<file path="config.mk">
export PLATFORM = sky130hd
export DESIGN_NAME = pc_gen
export DESIGN_NICKNAME = d
export VERILOG_FILES = /design/src/rtl/pc_gen_pkg.sv /design/src/rtl/pc_redir_buf.sv /design/src/rtl/pc_gen.sv
export SDC_FILE = /design/constraint.sdc
export NUM_CORES = 1
export LEC_CHECK = 0
export BUFFER_PORTS_ARGS = -buffer_cell sky130_fd_sc_hd__buf_2
export CAP_MARGIN = 20
export CORE_MARGIN = 2
export CORE_UTILIZATION = 40
export DETAILED_ROUTE_END_ITERATION = 8
export PLACE_DENSITY_LB_ADDON = 0.05
export SYNTH_ARGS = -nofsm -noshare
export SYNTH_HDL_FRONTEND = slang
export SYNTH_SLANG_ARGS = --single-unit
</file>
<file path="constraint.sdc">
create_clock -name clk -period 2.5 [get_ports clk]
set_clock_uncertainty 0.2 [all_clocks]
set_input_delay 0.75 -clock clk [delete_from_list [all_inputs] [get_ports clk]]
set_output_delay 0.75 -clock clk [all_outputs]
set_load 0.01 [all_outputs]
</file>
<file path="src/rtl/pc_gen_pkg.sv">
// Shared types and constants for the fetch-stage PC generator.
// Optional build macro used by this slice: PC_GEN_ALIGN_CHECK_EN.
package pc_gen_pkg;

    // Reset sequencing: held in reset, one idle wake cycle, then fetching.
    typedef enum logic [1:0] {
        ST_RST  = 2'd0,
        ST_WAKE = 2'd1,
        ST_RUN  = 2'd2
    } pc_state_e;

    // What kind of redirect is sitting in the pending buffer.
    typedef enum logic [1:0] {
        PEND_NONE   = 2'd0,
        PEND_BRANCH = 2'd1,
        PEND_FLUSH  = 2'd2
    } pend_kind_e;

    // Values matching the legacy defines.v encoding.
    localparam logic ChipEnable  = 1'b1;
    localparam logic ChipDisable = 1'b0;
    localparam logic NoStop      = 1'b0;
    localparam logic Stop        = 1'b1;

    // True when a stall bit requests the stage to hold.
    function automatic logic is_stop(input logic stall_bit);
        return (stall_bit == Stop);
    endfunction

endpackage

</file>
<file path="src/rtl/pc_redir_buf.sv">
// One-entry pending-redirect buffer. Captures a flush or branch target
// while the fetch stage is held, so the redirect is applied on the first
// advancing edge. A buffered flush is never displaced by a later branch.
module pc_redir_buf
    import pc_gen_pkg::*;
#(
    parameter int ADDR_W = 32
) (
    input  logic              clk,
    input  logic              rst,
    input  logic              hold_en,
    input  logic              clear_en,
    input  logic              flush_i,
    input  logic [ADDR_W-1:0] flush_target_i,
    input  logic              branch_flag_i,
    input  logic [ADDR_W-1:0] branch_target_i,
    output logic              pend_valid_o,
    output logic [ADDR_W-1:0] pend_target_o
);

    pend_kind_e        kind_r;
    pend_kind_e        kind_next_s;
    logic [ADDR_W-1:0] target_r;
    logic [ADDR_W-1:0] target_next_s;

    // Capture priority: flush always wins, a branch only lands if no flush is buffered.
    always_comb begin
        kind_next_s   = kind_r;
        target_next_s = target_r;
        if (clear_en) begin
            kind_next_s   = PEND_NONE;
            target_next_s = {ADDR_W{1'b0}};
        end else if (hold_en) begin
            if (flush_i) begin
                kind_next_s   = PEND_FLUSH;
                target_next_s = flush_target_i;
            end else if (branch_flag_i && (kind_r != PEND_FLUSH)) begin
                kind_next_s   = PEND_BRANCH;
                target_next_s = branch_target_i;
            end else begin
                kind_next_s   = kind_r;
                target_next_s = target_r;
            end
        end else begin
            kind_next_s   = kind_r;
            target_next_s = target_r;
        end
    end

    // Pending kind and target registers; reset discards any buffered redirect.
    always_ff @(posedge clk or negedge rst) begin
        if (!rst) begin
            kind_r   <= PEND_NONE;
            target_r <= {ADDR_W{1'b0}};
        end else begin
            kind_r   <= kind_next_s;
            target_r <= target_next_s;
        end
    end

    assign pend_valid_o  = (kind_r != PEND_NONE);
    assign pend_target_o = target_r;

endmodule

</file>
<file path="src/rtl/pc_gen.sv">
// Fetch-stage PC generator: reset sequencing FSM, PC register and ROM ce.
// Redirect priority is flush, then buffered redirect, then branch, then
// sequential. Define PC_GEN_ALIGN_CHECK_EN to force redirect targets onto
// instruction boundaries and flag misaligned ones on misalign_o.
module pc_gen
    import pc_gen_pkg::*;
#(
    parameter int                ADDR_W       = 32,
    parameter int                INST_BYTES   = 4,
    parameter logic [ADDR_W-1:0] RESET_VECTOR = 32'h00000000,
    parameter int                STALL_W      = 6
) (
    input  logic               clk,
    input  logic               rst,
    input  logic [STALL_W-1:0] stall,
    input  logic               flush_i,
    input  logic [ADDR_W-1:0]  flush_target_i,
    input  logic               branch_flag_i,
    input  logic [ADDR_W-1:0]  branch_target_address_i,
    input  logic               if_ready_i,
`ifdef PC_GEN_ALIGN_CHECK_EN
    output logic               misalign_o,
`endif
    output logic [ADDR_W-1:0]  pc,
    output logic               ce,
    output logic               redir_pending_o
);

    localparam logic [ADDR_W-1:0] PC_INC   = ADDR_W'(INST_BYTES);
    localparam logic [ADDR_W-1:0] LOW_MASK = ADDR_W'(INST_BYTES - 1);

    pc_state_e         state_r;
    pc_state_e         state_next_s;
    logic [ADDR_W-1:0] pc_r;
    logic              ce_r;
    logic              run_s;
    logic              advance_s;
    logic              pend_valid_s;
    logic [ADDR_W-1:0] pend_target_s;
    logic              redir_s;
    logic [ADDR_W-1:0] redir_target_s;
    logic [ADDR_W-1:0] next_pc_s;
    logic              stall_unused_s;

    // Only stall[0] steers this stage; the rest of the vector is for later stages.
    assign stall_unused_s = ^stall;

    assign run_s     = (state_r == ST_RUN);
    assign advance_s = run_s && !is_stop(stall[0]) && if_ready_i;

    pc_redir_buf #(
        .ADDR_W(ADDR_W)
    ) u_redir_buf (
        .clk             (clk),
        .rst             (rst),
        .hold_en         (run_s && !advance_s),
        .clear_en        (advance_s),
        .flush_i         (flush_i),
        .flush_target_i  (flush_target_i),
        .branch_flag_i   (branch_flag_i),
        .branch_target_i (branch_target_address_i),
        .pend_valid_o    (pend_valid_s),
        .pend_target_o   (pend_target_s)
    );

    // Reset sequencing state register.
    always_ff @(posedge clk or negedge rst) begin
        if (!rst) begin
            state_r <= ST_RST;
        end else begin
            state_r <= state_next_s;
        end
    end

    // Reset sequencing next state: one wake cycle before fetching starts.
    always_comb begin
        state_next_s = state_r;
        case (state_r)
            ST_RST:  state_next_s = ST_WAKE;
            ST_WAKE: state_next_s = ST_RUN;
            ST_RUN:  state_next_s = ST_RUN;
            default: state_next_s = ST_RST;
        endcase
    end

    // Next-PC selection by redirect priority; sequential fetch wraps silently.
    always_comb begin
        redir_s        = 1'b1;
        redir_target_s = flush_target_i;
        if (flush_i) begin
            redir_target_s = flush_target_i;
        end else if (pend_valid_s) begin
            redir_target_s = pend_target_s;
        end else if (branch_flag_i) begin
            redir_target_s = branch_target_address_i;
        end else begin
            redir_s        = 1'b0;
            redir_target_s = {ADDR_W{1'b0}};
        end
        if (redir_s) begin
`ifdef PC_GEN_ALIGN_CHECK_EN
            next_pc_s = redir_target_s & ~LOW_MASK;
`else
            next_pc_s = redir_target_s;
`endif
        end else begin
            next_pc_s = pc_r + PC_INC;
        end
    end

    // PC and chip-enable registers; pc only moves on an advancing RUN cycle.
    always_ff @(posedge clk or negedge rst) begin
        if (!rst) begin
            pc_r <= RESET_VECTOR;
            ce_r <= ChipDisable;
        end else begin
            ce_r <= (state_next_s == ST_RUN) ? ChipEnable : ChipDisable;
            if (advance_s) begin
                pc_r <= next_pc_s;
            end else begin
                pc_r <= pc_r;
            end
        end
    end

`ifdef PC_GEN_ALIGN_CHECK_EN
    logic misalign_r;

    // One-cycle flag when an applied redirect target had low address bits set.
    always_ff @(posedge clk or negedge rst) begin
        if (!rst) begin
            misalign_r <= 1'b0;
        end else begin
            misalign_r <= advance_s && redir_s && ((redir_target_s & LOW_MASK) != {ADDR_W{1'b0}});
        end
    end

    assign misalign_o = misalign_r;
`endif

    assign pc              = pc_r;
    assign ce              = ce_r;
    assign redir_pending_o = pend_valid_s;

endmodule

</file>
==> results.md <==
* Synth top area share at 38.6%
* Crit-path max FO at 3
* Row count at 38
* Max capacitance violation total at 0
* Clk sinks at 68
* Final ANT Viol Nets at 0
* RSZ-0062 raised after global routing: no
* # setup viols final at 0
* CP arrival at 2.51 ns
* Cells after DPL at 770
* Post-DP HPWL at 10.3 mm
* Maximum vdd drop at between 0.3 and 0.4 mV
* Post-Syn Nets at 607
* Largest net degree at the start of global routing at slightly below 70
* Syn_area_per_cell at 8.35 sq um
* Core area at between 10000 and 15000 sq um
* Grt ovf at 0
* CTS tree: yes
* Fin cells at 788
* DRC at 0
* Wirelength per Cell at 18.6 um
* Slowest cell on crit path: or4_4
* Sequential share of the synthesized area at roughly 39%
* Root Driver: clkbuf_8
* Number of I/O port buffers at 103
* Max Root-Sink Buffers at 2
* Critical path startpoint category: flip-flop
* Global Route Usage Sum at between 20% and 30%
* Worst Tran Pin Value at 0.466 ns
* Cell variety after synth at 56
* Synth Instances at 528
* Die Height at 109 um
* P&R area growth vs syn at 25.9%
* Synth area leader: dfrtp_1
* Synth top cells by count: 87 x nand2_1, 68 x dfrtp_1, 42 x o21ai_0, 37 x nand3_1
* Slew HR at between 60% and 70%
* # diodes at 0
* Ys async rst share at 100%
* H-tree levels at 3
* Crit-path cells: ha_2, nand3_2, or4_4, or4_4, o311ai_2, a22o_1
* Worst Setup End Kind: flip-flop
* Worst-path clk slew at 0.08 ns
* WHS at 0.181 ns
* Nets at 723
* CTS Buf Count at 9
* Skew-Pair Late Insertion Delay at 0.36 ns
* Slew Limit Fails at 0
* Die ar. at 11900 sq um
* Power per cell area at 607 nW/um^2
* WS Path Type: flip-flop to flip-flop
* Critical Path RT at 2.60 ns
* Starting density of the core at 40.8%
* Final Hold Viols at 0
* Top_reg_cell synth: dfrtp_1
* Initial antenna violation count at 1
* Layout cell share with drive strength beyond 1 at 28.9%
* Most frequent cell after synthesis: nand2_1
* Buf+Inv Stages, Crit Path at 0
* Maximum clock rate at 0.415 GHz
* DR iter-0 viols at 281
* Die outline width at 109 um
* IO Pins at 109
* Leakage at 2.46 nW
* EDFF count, synth at 0
* Synth warn at 0
* First-pass GRT wire length at ~24 mm
* Top cells by area, synth: dfrtp_1 39%, nand2_1 7.4%, o31ai_1 5.6%
* First-pass iteration count of the detailed router at 4
* Largest stage delay on the critical path at 0.56 ns
* Status: completed
* Final period utilization at 96.3%
* Vias in the first global route at 4385
* CP top delay family: simple AND/OR/NAND/NOR gates
* R2R Path Start: pc[3]$_DFFE_PN0N_
* Worst Setup SP: pc[3]$_DFFE_PN0N_
* Post-Route WL at 14.6 mm
* Seq cells post-synth at 68
* Crit-path most repeated cell: or4_4
* Number of vias per cell at 5.82
* Hold Buf Count CTS at 0
* Hold Path Class: input port to async pin
* Final min period at 2.41 ns
* Synth Cell Area at 4410 sq um
* Via count at approximately 4600
* Gpl congestion at 0.871
==> path summary, 6_finish.rpt <==
| path | depth (start not counted) | to | slack [ns] |
|---|---|---|---|
| worst max-delay path | 6 | pc[26]$_DFFE_PN0N_ | 0.09 |
| worst min register to register | 2 | pc[1]$_DFFE_PN0P_ | 0.28 |
| max in group asynchronous | 2 | pc[0]$_DFFE_PN0P_ | 1.56 |
| min in group clk | 2 | pc[1]$_DFFE_PN0P_ | 0.28 |
| worst min-delay path | 2 | u_redir_buf.pend_target_o[23]$_DFFE_PN0P_ | 0.18 |
| worst max register to register | 6 | pc[26]$_DFFE_PN0N_ | 0.09 |
==> per-stage QoR <==
stage | setup WS [ns] | setup TNS [ns] | power [mW] | cell area (sq um) | util, %
floorplan | -0.192 | -0.454 | 1.88 | 4420 | -
global placement | -0.139 | -0.387 | 2.30 | 5290 | 49.0
detailed placement | -0.156 | -0.496 | 2.32 | 5290 | 49.0
CTS | 0.0291 | 0 | 3.39 | 5530 | 51.2
global route | 0.0217 | 0 | 3.58 | 5550 | 51.4
finish | 0.0917 | 0 | 3.37 | 5550 | 51.4
==> cells in the final DEF (no fill, tap or decap), types with 7 or more instances in the layout <==
master	netlist	final
a211oi_1	11	11
a21boi_0	7	7
a21oi_1	36	36
a31oi_1	10	10
and3_1	9	9
buf_2	2	102
buf_4	2	45
clkbuf_8	4	11
dfrtp_1	68	68
inv_1	8	7
mux2i_1	24	24
nand2_1	87	86
nand3_1	37	37
nand4_1	9	9
nor2_1	18	17
nor3_1	9	9
o21ai_0	42	42
o31ai_1	33	33
==> where the power goes <==
part | total [mW] | switching [mW] | internal, mW | leakage, nW
registers | 1.41 | 0.150 | 1.26 | 0.848
logic | 0.899 | 0.511 | 0.387 | 1.50
clock network | 1.07 | 0.456 | 0.609 | 0.111
==> cell type report <==
type	instances	area (sq um)
fillers	1060	5240
repair buffers	152	948
inverters	8	33.8
clock buffers	11	151
multi-input cells	405	2470
clock inverters	4	72.6
flip-flops and latches	68	1700
well taps	140	175
==> cell families (layout without fill, tap and decap cells) <==
family,after synthesis,after routing,synth area share [%]
simple gates,197,197,21.7
compound gates,180,180,26.9
flops,68,68,38.6
buf+inv,55,175,6.16
mux,24,24,5.45
fa+ha+maj,4,4,1.14
==> state kept, by name, summed over array words and instances (netlist names) <==
| signal | count |
|---|---|
| pc | 32 |
| u_redir_buf.kind_r | 2 |
| state_r | 1 |
| u_redir_buf.pend_target_o | 32 |
| ce | 1 |
==> per-layer routing <==
layer	up-vias	global-route usage [%]	part of all wire, %
met4	2	9.98	2.8
met2	129	42.6	49
met1	2225	33.5	42
met3	29	5.32	5.9
met5	-	0	0.089
li1	2200	-	-
==> repair_timing <==
item	4_1_cts	5_1_grt
endpoints found under the setup margin	1	4
resized for setup	1	2
buffers inserted	1	2
pin swaps	0	4
Power figures use the tool's default switching activity.
